===== config.mk =====
export PLATFORM = sky130hd
export DESIGN_NAME = mem_port_arbiter
export DESIGN_NICKNAME = d
export VERILOG_FILES = /design/src/rtl/mem_port_arbiter.sv
export SDC_FILE = /design/constraint.sdc
export NUM_CORES = 1
export LEC_CHECK = 0
export ABC_AREA = 1
export CAP_MARGIN = 20
export CORE_MARGIN = 5
export CORE_UTILIZATION = 42
export DETAILED_ROUTE_END_ITERATION = 10
export PLACE_DENSITY = 0.92
export SLEW_MARGIN = 20
export SYNTH_ARGS = -nofsm -noshare
export SYNTH_HDL_FRONTEND = slang
export SYNTH_SLANG_ARGS = --single-unit

===== constraint.sdc =====
create_clock -name clk -period 2 [get_ports clk]
set_input_delay 0.2 -clock clk [delete_from_list [all_inputs] [get_ports clk]]
set_output_delay 0.2 -clock clk [all_outputs]
set_load 0.02 [all_outputs]

===== src/rtl/mem_port_arbiter.sv =====
// Arbitrates the single external memory port between instruction fetch and
// load/store, and builds the pipeline stall vector. Optional counters: MEM_ARB_PERF_EN.
module mem_port_arbiter #(
  parameter int ADDR_W = 32,
  parameter int DATA_W = 32
) (
  input  logic              clk,
  input  logic              rst,
  input  logic              if_req,
  input  logic [ADDR_W-1:0] if_addr,
  input  logic              if_flush,
  output logic              if_done,
  output logic [DATA_W-1:0] if_rdata,
  input  logic              mem_req,
  input  logic              mem_we,
  input  logic [3:0]        mem_sel,
  input  logic [ADDR_W-1:0] mem_addr,
  input  logic [DATA_W-1:0] mem_wdata,
  output logic              mem_done,
  output logic [DATA_W-1:0] mem_rdata,
  input  logic              id_stall_req,
  output logic [5:0]        stall,
  output logic              bus_req,
  output logic              bus_we,
  output logic [3:0]        bus_sel,
  output logic [ADDR_W-1:0] bus_addr,
  output logic [DATA_W-1:0] bus_wdata,
  input  logic              bus_ready,
  input  logic [DATA_W-1:0] bus_rdata
`ifdef MEM_ARB_PERF_EN
  ,
  input  logic              perf_clr,
  output logic [31:0]       perf_if_wait,
  output logic [31:0]       perf_mem_wait,
  output logic [15:0]       perf_drop
`endif
);

  typedef enum logic [1:0] {IDLE, IF_BUSY, MEM_BUSY} state_t;

  typedef struct packed {
    logic              we;
    logic [3:0]        sel;
    logic [ADDR_W-1:0] addr;
    logic [DATA_W-1:0] wdata;
  } bus_cmd_t;

  state_t   state_q, state_d;
  bus_cmd_t cmd_q, cmd_d;
  logic     drop_q;
  logic     grant_mem, grant_if;
  logic     if_end, mem_end, if_kill, drop_set;

  assign bus_we    = cmd_q.we;
  assign bus_sel   = cmd_q.sel;
  assign bus_addr  = cmd_q.addr;
  assign bus_wdata = cmd_q.wdata;

  // A requester whose done pulse is showing is already served; masking it
  // keeps the stale request from being granted a second time.
  assign stall = ((mem_req & ~mem_done) ? 6'b011111 : 6'b000000)
               | (id_stall_req          ? 6'b000111 : 6'b000000)
               | ((if_req & ~if_done)   ? 6'b000011 : 6'b000000);

  always_ff @(posedge clk or negedge rst) begin
    if (!rst) state_q <= IDLE;
    else      state_q <= state_d;
  end

  always_comb begin
    state_d = state_q;
    unique case (state_q)
      IDLE: begin
        if (grant_mem)     state_d = MEM_BUSY;
        else if (grant_if) state_d = IF_BUSY;
      end
      IF_BUSY, MEM_BUSY: if (bus_ready) state_d = IDLE;
      default: state_d = IDLE;
    endcase
  end

  always_comb begin
    grant_mem = 1'b0;
    grant_if  = 1'b0;
    if (state_q == IDLE) begin
      grant_mem = mem_req & ~mem_done;
      grant_if  = ~grant_mem & if_req & ~if_done;
    end
    if_end   = (state_q == IF_BUSY) & bus_ready;
    mem_end  = (state_q == MEM_BUSY) & bus_ready;
    // A flush landing on the completing cycle kills that fetch too.
    if_kill  = drop_q | if_flush;
    drop_set = if_flush & (grant_if | ((state_q == IF_BUSY) & ~bus_ready));
    cmd_d    = cmd_q;
    if (grant_mem) begin
      cmd_d.we    = mem_we;
      cmd_d.sel   = mem_sel;
      cmd_d.addr  = mem_addr;
      cmd_d.wdata = mem_wdata;
    end else if (grant_if) begin
      cmd_d.we    = 1'b0;
      cmd_d.sel   = 4'hF;
      cmd_d.addr  = if_addr;
      cmd_d.wdata = '0;
    end
  end

  always_ff @(posedge clk or negedge rst) begin
    if (!rst) begin
      bus_req   <= 1'b0;
      cmd_q     <= '0;
      if_done   <= 1'b0;
      mem_done  <= 1'b0;
      if_rdata  <= '0;
      mem_rdata <= '0;
      drop_q    <= 1'b0;
    end else begin
      bus_req  <= (state_d != IDLE);
      cmd_q    <= cmd_d;
      if_done  <= if_end & ~if_kill;
      mem_done <= mem_end;
      if (if_end && !if_kill)   if_rdata  <= bus_rdata;
      if (mem_end && !cmd_q.we) mem_rdata <= bus_rdata;
      if (if_end)        drop_q <= 1'b0;
      else if (drop_set) drop_q <= 1'b1;
    end
  end

`ifdef MEM_ARB_PERF_EN
  always_ff @(posedge clk or negedge rst) begin
    if (!rst) begin
      perf_if_wait  <= '0;
      perf_mem_wait <= '0;
      perf_drop     <= '0;
    end else if (perf_clr) begin
      perf_if_wait  <= '0;
      perf_mem_wait <= '0;
      perf_drop     <= '0;
    end else begin
      if (stall[1] && perf_if_wait != '1)          perf_if_wait  <= perf_if_wait + 32'd1;
      if (stall[4] && perf_mem_wait != '1)         perf_mem_wait <= perf_mem_wait + 32'd1;
      if (if_end && if_kill && perf_drop != '1)    perf_drop     <= perf_drop + 16'd1;
    end
  end
`endif

endmodule


Word level (Yosys, flattened, before mapping)

Index checks and enable logic that the tools add are counted.
W data, S select, Z words.

Register bits: 139
Input bits: 140
Output and inout port bits: 142
Logic and storage cells: 53

Equality and inequality tests: 2
Muxes and demuxes: 13
Bitwise logic cells: 18
Reduce and logical (&&, ||, !) cells: 9

Operators with widths:

| kind                 | count |
|---|---|
| $mux W69             | 2 |
| $and A1 B1 Y1        | 9 |
| $mux W2              | 4 |
| $reduce_bool A2 Y1   | 3 |
| $mux W5              | 1 |
| $not A1 Y1           | 5 |
| $or A5 B2 Y5         | 1 |
| $or A5 B3 Y5         | 1 |
| $mux W1              | 4 |
| $pmux W2 S2          | 1 |
| $mux W3              | 1 |
| $eq A2 B1 Y1 const B | 1 |
| $eq A2 B2 Y1 const B | 1 |
| $logic_and A1 B1 Y1  | 2 |
| $logic_not A1 Y1     | 2 |
| $logic_not A2 Y1     | 1 |
| $or A1 B1 Y1         | 2 |
| $reduce_or A2 Y1     | 1 |

Longest topological paths before layout

Gate-level depths: netlist (run 1).

Word-level depth: 10
Depth in mapped cells: 8
Gate-level depth less buffers: 8

Worst setup path before layout (run 1)

No wires, ideal clock.

Kind: reg-to-output
Start point: register mem_done
End point: output port stall[4]
Arrival time: 1190 ps
Data required time: 1800 ps
Setup slack: 610 ps
Stages on the path, launching flop included: 6
Path buffers: 2
Cell sequence: dfrtp_1 -> inv_1 -> nand2_1 -> inv_1 -> buf_2 -> buf_4

Cells in the longest elaborated chain, start to end: 5

Ends and longest elaborated chain:

| item                     | line | RTL |
|---|---|---|
| start: declaration       | 19   | `output logic mem_done,` |
| start signal: assignment | 121  | `mem_done <= mem_end;` |
| $not A1 Y1               | 61   | `assign stall = ((mem_req & ~mem_done) ? 6'b011111 : 6'b000000)` |
| $and A1 B1 Y1            | 61   |  |
| $mux W5                  | 61   |  |
| $or A5 B3 Y5             | 62   | `\| (id_stall_req ? 6'b000111 : 6'b000000)` |
| $or A5 B2 Y5             | 63   | `\| ((if_req & ~if_done) ? 6'b000011 : 6'b000000);` |
| end: declaration         | 22   | `output logic [5:0] stall,` |

Every way passes these cells.

Final worst setup path (run 1)

Start point: register state_q[0]
End point: register cmd_q (netlist bit bus_wdata[27])

Cells in the longest elaborated chain, start to end: 3
Elaborated cells between the ends (all ways): 5
Classes of those cells: 3 x mux; 2 x reduce/logical

Ends and longest elaborated chain:

| item                                           | line | RTL |
|---|---|---|
| start: declaration                             | 48   | `state_t state_q, state_d;` |
| start signal: assignment                       | 67   | `else state_q <= state_d;` |
| $logic_not A2 Y1 (*)                           | 85   | `if (state_q == IDLE) begin` |
| $mux W1                                        | 85   |  |
| $mux W69 or $reduce_bool A2 Y1 (tied branches) | n/a  |  |
| end signal: assignment                         | 119  | `cmd_q <= cmd_d;` |
| end: declaration                               | 49   | `bus_cmd_t cmd_q, cmd_d;` |

Mark *: on every way between the ends. The rest lies on a longest branch, timed or not.
A chain may end at the register's enable or synchronous reset.

==> results of run 1 <==
worst max-delay path by stage:
stage / start / endpoint
after floorplan: mem_done / stall[4]
after global placement: mem_req / stall[4]
after detailed placement: mem_req / stall[3]
after CTS: mem_done / stall[2]
after global routing: state_q[0] / bus_addr[13]
final: state_q[0] / bus_wdata[27]
sequential cells by signal, indices dropped and copies added, names as in the netlist:
name	flops
bus_addr	32
bus_req	1
bus_sel	4
bus_wdata	32
bus_we	1
drop_q	1
if_done	1
if_rdata	32
mem_done	1
mem_rdata	32
state_q	2
cell families after synthesis:
| kind of cell | after synthesis |
|---|---|
| buffers and inverters | 155 |
| other | 1 |
| AO/OA/AOI/OAI | 68 |
| AND/OR/NAND/NOR | 357 |
| flip-flops | 139 |
| adder cells (fa/ha/maj) | 4 |
routing by layer:
| metal | wire length (um) | global-route usage, % | up-vias |
|---|---|---|---|
| met5 | 0 | 0 | - |
| met2 | 9050 | 36.9 | 254 |
| met1 | 6930 | 24.7 | 2636 |
| met3 | 2480 | 10.9 | 27 |
| li1 | - | - | 2761 |
| met4 | 437 | 9.11 | 0 |
what timing repair did:
action / in CTS / in global routing
setup buffers: 0 / 0
hold endpoints to repair: 47 / 0
gates resized for setup: 5 / 1
hold buffers: 1 / 0
endpoints found under the setup margin: 5 / 1
power groups by stage:
stage	clock, W	combinational [W]	sequential (W)
2_1_floorplan	0	0.00234	0.00621
3_3_place_gp	0	0.00709	0.00474
3_5_place_dp	0	0.00727	0.00478
4_1_cts	0.00338	0.00732	0.00478
5_1_grt	0.00351	0.00787	0.00493
6_report	0.00330	0.00724	0.00478
through the flow:
| step | util, % | hold WS (ns) |
|---|---|---|
| after detailed placement | 62.7 | 0.184 |
| after floorplan | - | -0.0956 |
| after CTS | 67.1 | 0.301 |
| after global routing | 67.1 | 0.311 |
| final | 67.1 | 0.313 |
| after global placement | 62.7 | 0.190 |
final cells by class:
class                   count  area (um^2)  share of cell area [%]
clock inverters            11          155                    1.61
well taps                 184          230                    2.39
clock buffers              20          467                    4.84
inverters                 112          420                    4.36
repair buffers            296         3000                    31.1
flip-flops and latches    139         3480                    36.1
multi-input cells         430         1890                    19.6
placed cells by master (no fill, tap or decap):
master,n
clkdlybuf4s50_1,274
nand2_1,236
dfrtp_1,139
inv_1,112
nand3_1,101
o21ai_0,66
clkbuf_16,17
nor2_1,14
buf_4,9
buf_12,6
inv_6,5
ha_1,4
dlygate4sd2_1,4
nand2_2,3
bufinv_16,3
clkbuf_8,3
a21oi_1,2
nand3_2,2
nand3_4,1
conb_1,1
clkinvlp_4,1
clkinv_2,1
clkinv_4,1
dlygate4sd3_1,1
buf_6,1
dlymetal6s2s_1,1
==> results by group, run 1 <==
Critical path
  • CP Cell Sequence: inv_1 > ha_1 > nand3_2 > buf_4 > nand3_1 > nand2_1
  • Required time of the critical path: roughly 2.3 ns
  • Critical path's top delay family: buffers and inverters
  • Setup slack, reg-to-reg: 0.15 ns
  • WP depth: 6
  • Critical path data arrival time: 2.19 ns
  • Crit Reg-Reg Endpoint: bus_wdata[27]
  • Worst Reg-to-Reg Cells: 6
  • Critical path's slowest cell: buf_4
  • Buf/Inv on CP: 2
  • Largest stage delay, worst path: 0.57 ns
  • Origin of the critical flop-to-flop path: state_q[0]
  • Critical Path Fanout Max: 64
  • Crit start category: register
  • Critical Path End Type: register
  • Crit Path Category: reg2reg

Timing
  • Slew @ Worst Pin: 0.707 ns
  • Setup Skew: 0.00788 ns
  • Post-layout worst setup margin: 0.153 ns
  • Final Cycle Share: around 90%
  • Setup TNS: 0 ns
  • Fmax: 541 MHz
  • Slew Viols, Final: 0
  • # setup viols final: 0
  • Rel. slew slack: around 53%
  • Post-layout min period: 1.85 ns
  • Endpoints failing hold: 0
  • RSZ-0062 raised after global routing: false

Detailed routing
  • Via density: 4.76
  • Avg WL per Cell: 15.8 um
  • Initial DRT Pass Iterations: 4
  • First-iteration detailed-routing DRC count: 313
  • Final wirelength: between 15,000 and 20,000 um
  • Routed vias: 5,678
  • Drt drc: 0
  • Post-DRT Antenna Nets: 0

Clock network
  • Worst-Skew Late Latency: 0.41 ns
  • Htree depth: 4
  • CTS root buf: clkbuf_16
  • CTS buffer count: 17
  • Clk slew on worst S/H paths: 0.06 ns
  • CTS Sinks: ~140
  • CTS tree: done
  • CTS max path bufs: 2

Floorplan
  • Ports: 282
  • Initial Util: 42.2%
  • # rows: 44
  • Die W: 130 um
  • Core Area: ~14,000 um^2
  • DIE AREA: 16,900 um^2
  • Die Y-Extent: 130 um

Synthesis
  • XOR/XNOR Fraction of Synth Area: 0%
  • Ys async rst share: 100%
  • Mux cell area share after synthesis: 0%
  • Post-synth net total: 868
  • Post-synth top area share: 57.3%
  • Largest family of logic cells by synthesized area: simple AND/OR/NAND/NOR gates
  • Cell accounting for the most synthesized area: dfrtp_1
  • Mean Syn Cell Area: around 8.4 um^2
  • Post-synth EDFFs: 0
  • Top-count cell post-synth: nand2_1
  • Top cells by area, synth: dfrtp_1 57%, nand2_1 15%, nand3_1 8.5%, inv_1 6.9%, o21ai_0 5.4%
  • Yosys reg bits: between 100 and 150
  • Synth cell count leaders: 237 x nand2_1, 139 x dfrtp_1, 112 x inv_1
  • Simple-Gate Fraction of Synth Area: 24.4%
  • Post-synthesis compound-gate area fraction: 5.61%
  • Synth Area in Adders: 0.825%
  • Cells after Synth: 724
  • Post-Synthesis Cell Area: about 6100 um^2
  • Top_reg_cell synth: dfrtp_1
  • Distinct cells, synth: 15
  • Register area share after synthesis: 57.3%
  • Ys Warns: 0

Pwr
  • Net Sw Power: 0.00598 W
  • Maximum VDD drop: 905 uV
  • Comb power frac: between 40% and 50%
  • Clk network pwr share: between 20 and 25%
  • P_int: roughly 0.0093 W
  • Switching share of power: 39.1%
  • Sequential share of power: 31.2%
  • PD cells: 1590 nW/um^2
  • Power Total: 0.0153 W
  • Leakage: 4.89 nW

Placed design
  • Count of input and output buffers: 280
  • Dpl cells: between 1k and 1.5k
  • Post-DP HPWL: 13,600 um
  • Post-DP Area: between 9000 and 10,000 um^2
  • Pre-CTS WS: approximately 0.15 ns
  • Routability cong.: 0.827

Layout
  • Fill cell count: 1,052
  • Fin nets: between 1k and 1.5k
  • Diode count: 0
  • Share of cells above drive strength 1: around 5.3%
  • Non-filler cells, final: 1,192
  • Area delta synth->final: 59.0%
  • Finished Cell Area: 9640 um^2

Global routing
  • Number of global-route vias before repair: 5,829
  • Grt ovf: 0
  • Largest net degree at the start of global routing: 66
  • GR Util All Layers: 22.4%
  • Initial antenna violation count: 0
  • First-pass GRT wire length: about 30,000 um

Status
  • Run status: finished, final reports clean

Run
  • Max cap viols: 0

Hold path
  • Worst min path class: in2async
Note: power is estimated with default switching activity, not from simulation.
==> run 2, diff against run 1 <==
--- a/config.mk
+++ b/config.mk
@@ -9,6 +9,7 @@
 export CAP_MARGIN = 20
 export CORE_MARGIN = 5
 export CORE_UTILIZATION = 42
+export CTS_CLUSTER_DIAMETER = 150
 export DETAILED_ROUTE_END_ITERATION = 10
 export PLACE_DENSITY = 0.92
 export SLEW_MARGIN = 20
==> results of run 2 <==
Final layout, timing and power as in run 1 (identical DEF).
